===== src/rtl/branch_resolve_unit_pkg.sv =====
// Shared MIPS decode constants and the 2-bit saturating predictor helper used
// by the branch resolution stage and its history table.
package branch_resolve_unit_pkg;

    localparam logic [5:0] OP_SPECIAL = 6'h00;
    localparam logic [5:0] OP_REGIMM  = 6'h01;
    localparam logic [5:0] OP_J       = 6'h02;
    localparam logic [5:0] OP_JAL     = 6'h03;
    localparam logic [5:0] OP_BEQ     = 6'h04;
    localparam logic [5:0] OP_BNE     = 6'h05;
    localparam logic [5:0] OP_BLEZ    = 6'h06;
    localparam logic [5:0] OP_BGTZ    = 6'h07;

    localparam logic [5:0] FUNC_JR    = 6'h08;
    localparam logic [5:0] FUNC_JALR  = 6'h09;
    localparam logic [5:0] FUNC_TEQ   = 6'h34;

    localparam logic [4:0] RT_BLTZ    = 5'h00;
    localparam logic [4:0] RT_BGEZ    = 5'h01;

    // Weakly not-taken: first taken outcome flips the prediction.
    localparam logic [1:0] CTR_RESET  = 2'b01;

    typedef struct packed {
        logic taken;
        logic trap;
        logic cond;
    } decode_t;

    function automatic logic [1:0] ctr_update(input logic [1:0] ctr, input logic taken);
        logic [1:0] result;
        result = ctr;
        if (taken) begin
            if (ctr != 2'b11) result = ctr + 2'd1;
        end else begin
            if (ctr != 2'b00) result = ctr - 2'd1;
        end
        return result;
    endfunction

endpackage


===== src/rtl/branch_resolve_unit_branch_history_table.sv =====
// Table of 2-bit saturating branch predictors: combinational read port for
// fetch, one saturating-update write port from ID.
module branch_history_table
    import branch_resolve_unit_pkg::*;
#(
    parameter int DEPTH = 64,
    localparam int IDX_W = $clog2(DEPTH)
) (
    input  logic             clk,
    input  logic             rst_n,
    input  logic [IDX_W-1:0] rd_idx,
    output logic             rd_pred,
    input  logic             wr_en,
    input  logic [IDX_W-1:0] wr_idx,
    input  logic             wr_taken
);

    logic [1:0] ctr_reg  [DEPTH];
    logic [1:0] ctr_next [DEPTH];

    generate
        for (genvar gi = 0; gi < DEPTH; gi++) begin : g_entry
            assign ctr_next[gi] = (wr_en && wr_idx == IDX_W'(gi))
                                  ? ctr_update(ctr_reg[gi], wr_taken)
                                  : ctr_reg[gi];
        end
    endgenerate

    always_ff @(posedge clk or negedge rst_n) begin
        if (!rst_n) begin
            for (int i = 0; i < DEPTH; i++) ctr_reg[i] <= CTR_RESET;
        end else begin
            for (int i = 0; i < DEPTH; i++) ctr_reg[i] <= ctr_next[i];
        end
    end

    // Read sees the pre-edge value when the same entry is written this cycle.
    assign rd_pred = ctr_reg[rd_idx][1];

endmodule


===== src/rtl/branch_resolve_unit.sv =====
// ID-stage branch/jump/trap resolution with one-cycle registered decision,
// a 2-bit predictor table for IF and a saturating mispredict counter.
module branch_resolve_unit
    import branch_resolve_unit_pkg::*;
#(
    parameter int DATA_W    = 32,
    parameter int BHT_DEPTH = 64,
    parameter int CNT_W     = 16,
    parameter bit PRED_EN   = 1'b1
) (
    input  logic              in_clk,
    input  logic              in_rst_n,
    input  logic              in_stall,
    input  logic              in_valid,
    input  logic [31:0]       in_pc,
    input  logic [DATA_W-1:0] in_a,
    input  logic [DATA_W-1:0] in_b,
    input  logic [5:0]        in_op,
    input  logic [5:0]        in_func,
    input  logic [4:0]        in_rt,
    input  logic              in_exception,
    input  logic              in_pred_taken,
    input  logic [31:0]       in_fetch_pc,
    output logic              out_pred_taken,
    output logic              out_valid,
    output logic              out_taken,
    output logic              out_mispredict,
    output logic              out_trap,
    output logic              out_exception,
    output logic [CNT_W-1:0]  out_mispred_count
);

    localparam int IDX_W = $clog2(BHT_DEPTH);

    decode_t    dec;
    logic       a_neg;
    logic       a_zero;
    logic       a_eq_b;
    logic       mispred_next;
    logic       accept;
    logic       bht_pred;
    logic       unused_pc_bits;

    logic       valid_reg, taken_reg, mispredict_reg, trap_reg, exception_reg;
    logic [CNT_W-1:0] count_reg;

    assign a_neg  = in_a[DATA_W-1];
    assign a_zero = (in_a == '0);
    assign a_eq_b = (in_a == in_b);
    assign accept = in_valid && !in_stall;

    always_comb begin
        dec = '0;
        if (in_exception) begin
            dec.taken = 1'b1;
        end else begin
            case (in_op)
                OP_BEQ:  begin dec.cond = 1'b1; dec.taken = a_eq_b;             end
                OP_BNE:  begin dec.cond = 1'b1; dec.taken = !a_eq_b;            end
                OP_BLEZ: begin dec.cond = 1'b1; dec.taken = a_neg || a_zero;    end
                OP_BGTZ: begin dec.cond = 1'b1; dec.taken = !a_neg && !a_zero;  end
                OP_REGIMM: begin
                    if (in_rt == RT_BGEZ) begin
                        dec.cond  = 1'b1;
                        dec.taken = !a_neg;
                    end else if (in_rt == RT_BLTZ) begin
                        dec.cond  = 1'b1;
                        dec.taken = a_neg;
                    end
                end
                OP_J, OP_JAL: dec.taken = 1'b1;
                OP_SPECIAL: begin
                    if (in_func == FUNC_JR || in_func == FUNC_JALR) dec.taken = 1'b1;
                    else if (in_func == FUNC_TEQ)                   dec.trap  = a_eq_b;
                end
                default: dec = '0;
            endcase
        end
    end

    assign mispred_next = in_exception || (dec.taken != in_pred_taken);

    always_ff @(posedge in_clk or negedge in_rst_n) begin
        if (!in_rst_n) begin
            valid_reg      <= 1'b0;
            taken_reg      <= 1'b0;
            mispredict_reg <= 1'b0;
            trap_reg       <= 1'b0;
            exception_reg  <= 1'b0;
            count_reg      <= '0;
        end else if (!in_stall) begin
            valid_reg      <= in_valid;
            taken_reg      <= in_valid && dec.taken;
            mispredict_reg <= in_valid && mispred_next;
            trap_reg       <= in_valid && dec.trap;
            exception_reg  <= in_valid && in_exception;
            if (in_valid && mispred_next && count_reg != '1)
                count_reg <= count_reg + CNT_W'(1);
        end
    end

    branch_history_table #(
        .DEPTH (BHT_DEPTH)
    ) u_bht (
        .clk      (in_clk),
        .rst_n    (in_rst_n),
        .rd_idx   (in_fetch_pc[IDX_W+1:2]),
        .rd_pred  (bht_pred),
        .wr_en    (PRED_EN && accept && dec.cond),
        .wr_idx   (in_pc[IDX_W+1:2]),
        .wr_taken (dec.taken)
    );

    assign unused_pc_bits = ^{in_pc[31:IDX_W+2], in_pc[1:0],
                              in_fetch_pc[31:IDX_W+2], in_fetch_pc[1:0]};

    assign out_pred_taken    = PRED_EN ? bht_pred : 1'b0;
    assign out_valid         = valid_reg;
    assign out_taken         = taken_reg;
    assign out_mispredict    = mispredict_reg;
    assign out_trap          = trap_reg;
    assign out_exception     = exception_reg;
    assign out_mispred_count = count_reg;

endmodule


===== config.mk =====
export PLATFORM = sky130hd
export DESIGN_NAME = branch_resolve_unit
export DESIGN_NICKNAME = d
export VERILOG_FILES = /design/src/rtl/branch_resolve_unit_pkg.sv /design/src/rtl/branch_resolve_unit_branch_history_table.sv /design/src/rtl/branch_resolve_unit.sv
export SDC_FILE = /design/constraint.sdc
export NUM_CORES = 1
export LEC_CHECK = 0
export CORE_MARGIN = 4
export CORE_UTILIZATION = 56
export DETAILED_ROUTE_END_ITERATION = 6
export GPL_TIMING_DRIVEN = 1
export PLACE_DENSITY = 0.86
export SLEW_MARGIN = 20
export SYNTH_ARGS = -nofsm -noshare
export SYNTH_HDL_FRONTEND = slang
export SYNTH_SLANG_ARGS = --single-unit

===== constraint.sdc =====
create_clock -name in_clk -period 8.6 [get_ports in_clk]
set_input_delay 1.72 -clock in_clk [delete_from_list [all_inputs] [get_ports in_clk]]
set_output_delay 1.72 -clock in_clk [all_outputs]
set_load 0.01 [all_outputs]

Word-level counts from Yosys, hierarchy flattened --
Cells that the tools add are included.
Word-level totals: bits in registers 149, output and inout bits 22, input port bits 151, word-level logic and storage cells 892
Cells by class: equality and inequality tests 205, reduce and logical (&&, ||, !) cells 278, multiplexer cells 207, order comparisons 1, add/subtract/negate cells 129, bitwise gates (word level) 2
Operator list (count):
- 2-to-1 mux 2 bit | 195
- != test 2 bit (second input constant) | 128
- nonzero test 2 bit | 128
- equality test 6 bit (second input constant) | 33
- AND reduction 3 bit | 64
- adder 2 x 1 -> 2 bit (second input constant) | 64
- subtractor 2 x 1 -> 2 bit (second input constant) | 64
- equality test 6 x 5 -> 1 bit (second input constant) | 16
- logical AND 1 bit | 72
- equality test 6 x 4 -> 1 bit (second input constant) | 10
- equality test 6 x 3 -> 1 bit (second input constant) | 8
- equality test 32 bit | 1
- zero test 32 bit | 1
- equality test 6 x 2 -> 1 bit (second input constant) | 4
- adder 16 x 1 -> 16 bit (second input constant) | 1
- != test 16 bit (second input constant) | 1
- binary-select mux 2 bit (select 6 bit) | 1
- equality test 6 x 1 -> 1 bit (second input constant) | 2
- zero test 6 bit | 2
- 2-to-1 mux 1 bit | 9
- greater-or-equal comparator 7 bit (second input constant) | 1
- NOT 6 -> 7 bit | 1
- case mux 1 bit (7 select lines) | 1
- equality test 5 x 1 -> 1 bit (second input constant) | 1
- other kinds (9) | 14

Logic depth before layout (Yosys ltp) --
depth after elaboration 10, mapped depth 12

Hierarchy --
A second synthesis with hierarchy kept.
Unflattened totals: cell total of the unflattened synthesis 978, area, all modules 8971.1 µm²
By module, submodules not included:
- branch_history_table | times used 1, area each 7312.0 µm², cells an instance 808, sequential area each 3283.1 µm²
- branch_resolve_unit | times used 1, area each 1659.1 µm², cells an instance 170, sequential area each 525.5 µm²

Least setup slack after synthesis --
OpenSTA, ideal clock, no wires.
path type in2out, start input port in_fetch_pc[3], end output port out_pred_taken, stages 5, data required time 6.880 ns, path buffers 2, setup slack 2.901 ns, arrival 3.979 ns, cell sequence clkbuf_1 clkbuf_1 mux4_2 mux4_2 mux4_2
Between the ends: word-level cells in the longest chain between the ends 4
Ends and longest elaborated chain:
- from (decl) | RTL line branch_resolve_unit.sv:23 | input logic [31:0] in_fetch_pc,
- NOT 6 -> 7 bit (not written as such) | RTL line branch_resolve_unit_branch_history_table.sv:38 | assign rd_pred = ctr_reg[rd_idx][1];
- binary-select mux 2 bit (select 6 bit) | RTL line branch_resolve_unit_branch_history_table.sv:38
- 2-to-1 mux 2 bit (not written as such) (2 in series) | RTL line branch_resolve_unit_branch_history_table.sv:38
- to (decl) | RTL line branch_resolve_unit.sv:24 | output logic out_pred_taken,
No other way between the ends. The select of a mux whose other input is x is not followed.

Worst setup path in the final report --
start input port in_fetch_pc[2], end output port out_pred_taken
Same word-level chain as after synthesis.

==> metrics <==
IO Port Bufs 120; register area share after synthesis 0.439; number of I/O pins 173; Synthesis Warnings 0; Leak Pwr 0.00407 uW; Post-synth top cells 167 x o21ai_0, 122 x a21oi_1, 97 x nand2_1, 85 x dfrtp_1, 79 x nor2_1; RSZ-0062 raised after global routing no; Int Power 1320 uW; Resize count post-CTS 0; vias slightly above 8k; Crit-path slowest cell clkdlybuf4s50_1; Comb power frac 0.118; Worst-Skew Late Latency about 440 ps; syn nets about 1.2k; pre-CTS setup slack a little under 2000 ps; Rel. slew slack 0.316; ANT cells 0; DR DRC count 6; r2r setup slk ~6600 ps; synthesized cell area 0.00868 sq mm; fraction of registers with async set/reset 1.00; Finished Layout Cells between 1k and 1.5k; simple-gate area share of the yosys netlist 0.143; core area 0.0152 sq mm; largest net degree at the start of global routing 258; TritonRoute pass-1 iters 7; Die Footprint about 0.018 sq mm; worst vdd ir ~0.16 mV; largest area contributor in the netlist dfrtp_1; CTS Hold Bufs 0; WL final around 25000 microns; routability cong. roughly 0.89; Total GRT Usage 0.281; drt via density ~6.3; # Max-Cap Violations 0; antenna-violating nets left 0; area delta synth->final 21.7%; Worst R2R Path Depth 7; maximum root-to-sink buffer count 2; vias in the first global route around 7.7k; Post-Syn Area per Cell ~8.6 sq um; CTS tree done; Register Area approximately 0.0038 sq mm; RR Endpoint out_mispred_count[2]$_DFFE_PN0P_; Most common cell on crit path mux4_2; min Tclk post-route ~6700 ps; die width ~130 microns; switching pwr between 400 and 500 uW; status finished with violations; top cells by area, synth dfrtp_1 25%, dfstp_2 19%, o21ai_0 9.6%; Pins Over Slew Limit 0; Sw Share 0.245; final setup margin 1940 ps; Slew @ Worst Pin 1030 ps; Largest stage delay, worst path 1110 ps; number of CTS-inserted buffers 17; fillcell total 1157; final setup TNS 0 ps; clock transition at the registers of the reported paths ~60 ps; Unique masters post-synth 45; Root Driver clkbuf_16; row cnt 45; Synth Area in XOR/XNOR 0.0474; Final Hold Vio Count 0; Post-Synth Adder-Cell Area 0.00144; starting density of the core 0.571; CP Cell Sequence clkdlybuf4s50_1, mux4_2, mux4_2, mux4_2, clkdlybuf4s50_1; Main synth FF type dfrtp_1; Synth Area in Compound Gates 0.252; CP Capture Point out_pred_taken; share of cells above drive strength 1 0.119; # clock sinks ~150; largest fanout on the critical path 16; setup violators final 0; Yosys reg bits between 100 and 150; Synth top area share 0.245; crit path kind input pin to output pin; worst r2r src out_mispred_count[6]$_DFFE_PN0P_; Worst Setup End Kind output pin; WP data required between 6000 and 7000 ps; Min-Delay Path Class flip-flop to flip-flop; count leader, synth o21ai_0; max reg flops 128; critical path launch point in_fetch_pc[2]; Post-CTS Setup Repair Bufs 0; CP Launch Type input pin; fin crit share 0.774; main combinational cell family by area after synthesis compound AO/OA/AOI/OAI gates; pwr dens between 150 and 200 mW/mm^2; Die Ht approximately 130 microns; Placed Cells 1269; fmax between 150 and 200 MHz; number of enable flip-flop cells after synthesis 0; multiplexer area fraction after synthesis 0.0595; Clock H-tree levels 4; Worst Hold Path Cells 2; Clk pwr share 0.463; Mapped Cells about 1k; Reg power frac 0.420; Worst EP arrival approximately 5000 ps; failing checks DRC; WL/cell between 15 and 20 microns; DRT iter0 DRCs about 1.1k; dpl hpwl approximately 17000 microns; clk_skew between 6 and 7 ps; antenna violations before repair 0; Layout Nets approximately 1.3k; grt ovf 0; area occupied by multi-input gates ~0.0044 sq mm; global-route wire length before repair about 39000 microns
area by class of cell:
type,instances,share of cell area
Multi-Input combinational cell,740,0.414
Sequential cell,149,0.360
Timing Repair Buffer,126,0.119
Clock buffer,20,0.0442
Inverter,66,0.0234
Tap cell,188,0.0223
Clock inverter,12,0.0166
cell families (layout without fill, tap and decap cells):
kind of cell / Yosys count / after routing
compound gates: 394 / 394
simple gates: 273 / 273
flops: 149 / 149
buf+inv: 115 / 224
xor+xnor: 47 / 47
mux: 25 / 25
fa+ha+maj: 1 / 1
how the worst min path moves through the flow:
| stage | startpoint | to | slack [ps] |
|---|---|---|---|
| 2_1_floorplan | u_bht.ctr_reg[104]$_DFFE_PN1P_ | u_bht.ctr_reg[104]$_DFFE_PN1P_ | 470 |
| 3_3_place_gp | out_valid$_DFFE_PN0N_ | out_valid$_DFFE_PN0N_ | 460 |
| 3_5_place_dp | out_mispred_count[8]$_DFFE_PN0P_ | out_mispred_count[8]$_DFFE_PN0P_ | 480 |
| 4_1_cts | out_valid$_DFFE_PN0N_ | out_valid$_DFFE_PN0N_ | 490 |
| 5_1_grt | out_mispred_count[8]$_DFFE_PN0P_ | out_mispred_count[8]$_DFFE_PN0P_ | 520 |
| 6_report | out_valid$_DFFE_PN0N_ | out_valid$_DFFE_PN0N_ | 490 |
critical path: cells and delay by family:
family,cells,cell delay [ps]
buffers and inverters,2,1620
muxes,3,1590
cells in the final DEF, fill, tap and decap left out, types with 2 or more instances in the layout:
cell type        count
nor2b_1              7
clkinv_2             4
bufinv_16            4
nor3_1              14
xor2_1              44
o211ai_1            61
or3_1                4
nor3b_1              3
o21ai_0            167
buf_4                5
clkinv_4             3
mux2_1               2
dfstp_2             64
o21ai_1             28
clkbuf_8             3
nor4_1              23
nand3_1             15
and2_1               2
a31oi_1              4
a22o_1               2
dfrtp_1             85
mux4_2              21
nand4_1              7
clkbuf_16           17
and3_1               6
a21oi_1            122
nand2b_1             8
nand2_1             97
or4_1                2
nor2_1              79
or2_2                2
inv_1               66
clkdlybuf4s50_1    119
a221o_1              3
xnor2_1              3
per-layer routing:
layer | up-vias | GRT usage | part of all wire
met3 | 72 | 0.0601 | 0.077
met5 | - | 0 | 0
met2 | 352 | 0.461 | 0.49
li1 | 3803 | - | -
met4 | 0 | 0.104 | 0.030
met1 | 3915 | 0.368 | 0.40
through the flow:
stage / total power [uW] / util / hold WS [ps] / instance area, sq um
final: 1750 / 0.695 / 487 / 10600
after floorplan: 839 / - / 474 / 8680
after CTS: 1760 / 0.695 / 494 / 10600
after detailed placement: 952 / 0.653 / 478 / 9920
after global routing: 1810 / 0.695 / 516 / 10600
after global placement: 948 / 0.653 / 464 / 9920
power by group through the flow:
stage	sequential, uW	clock, uW	combinational, uW
final	736	812	207
after global routing	739	851	224
after CTS	736	816	206
after detailed placement	747	0	205
after global placement	748	0	200
after floorplan	751	0	87.7
No activity file was read; power rests on OpenSTA's default activity.
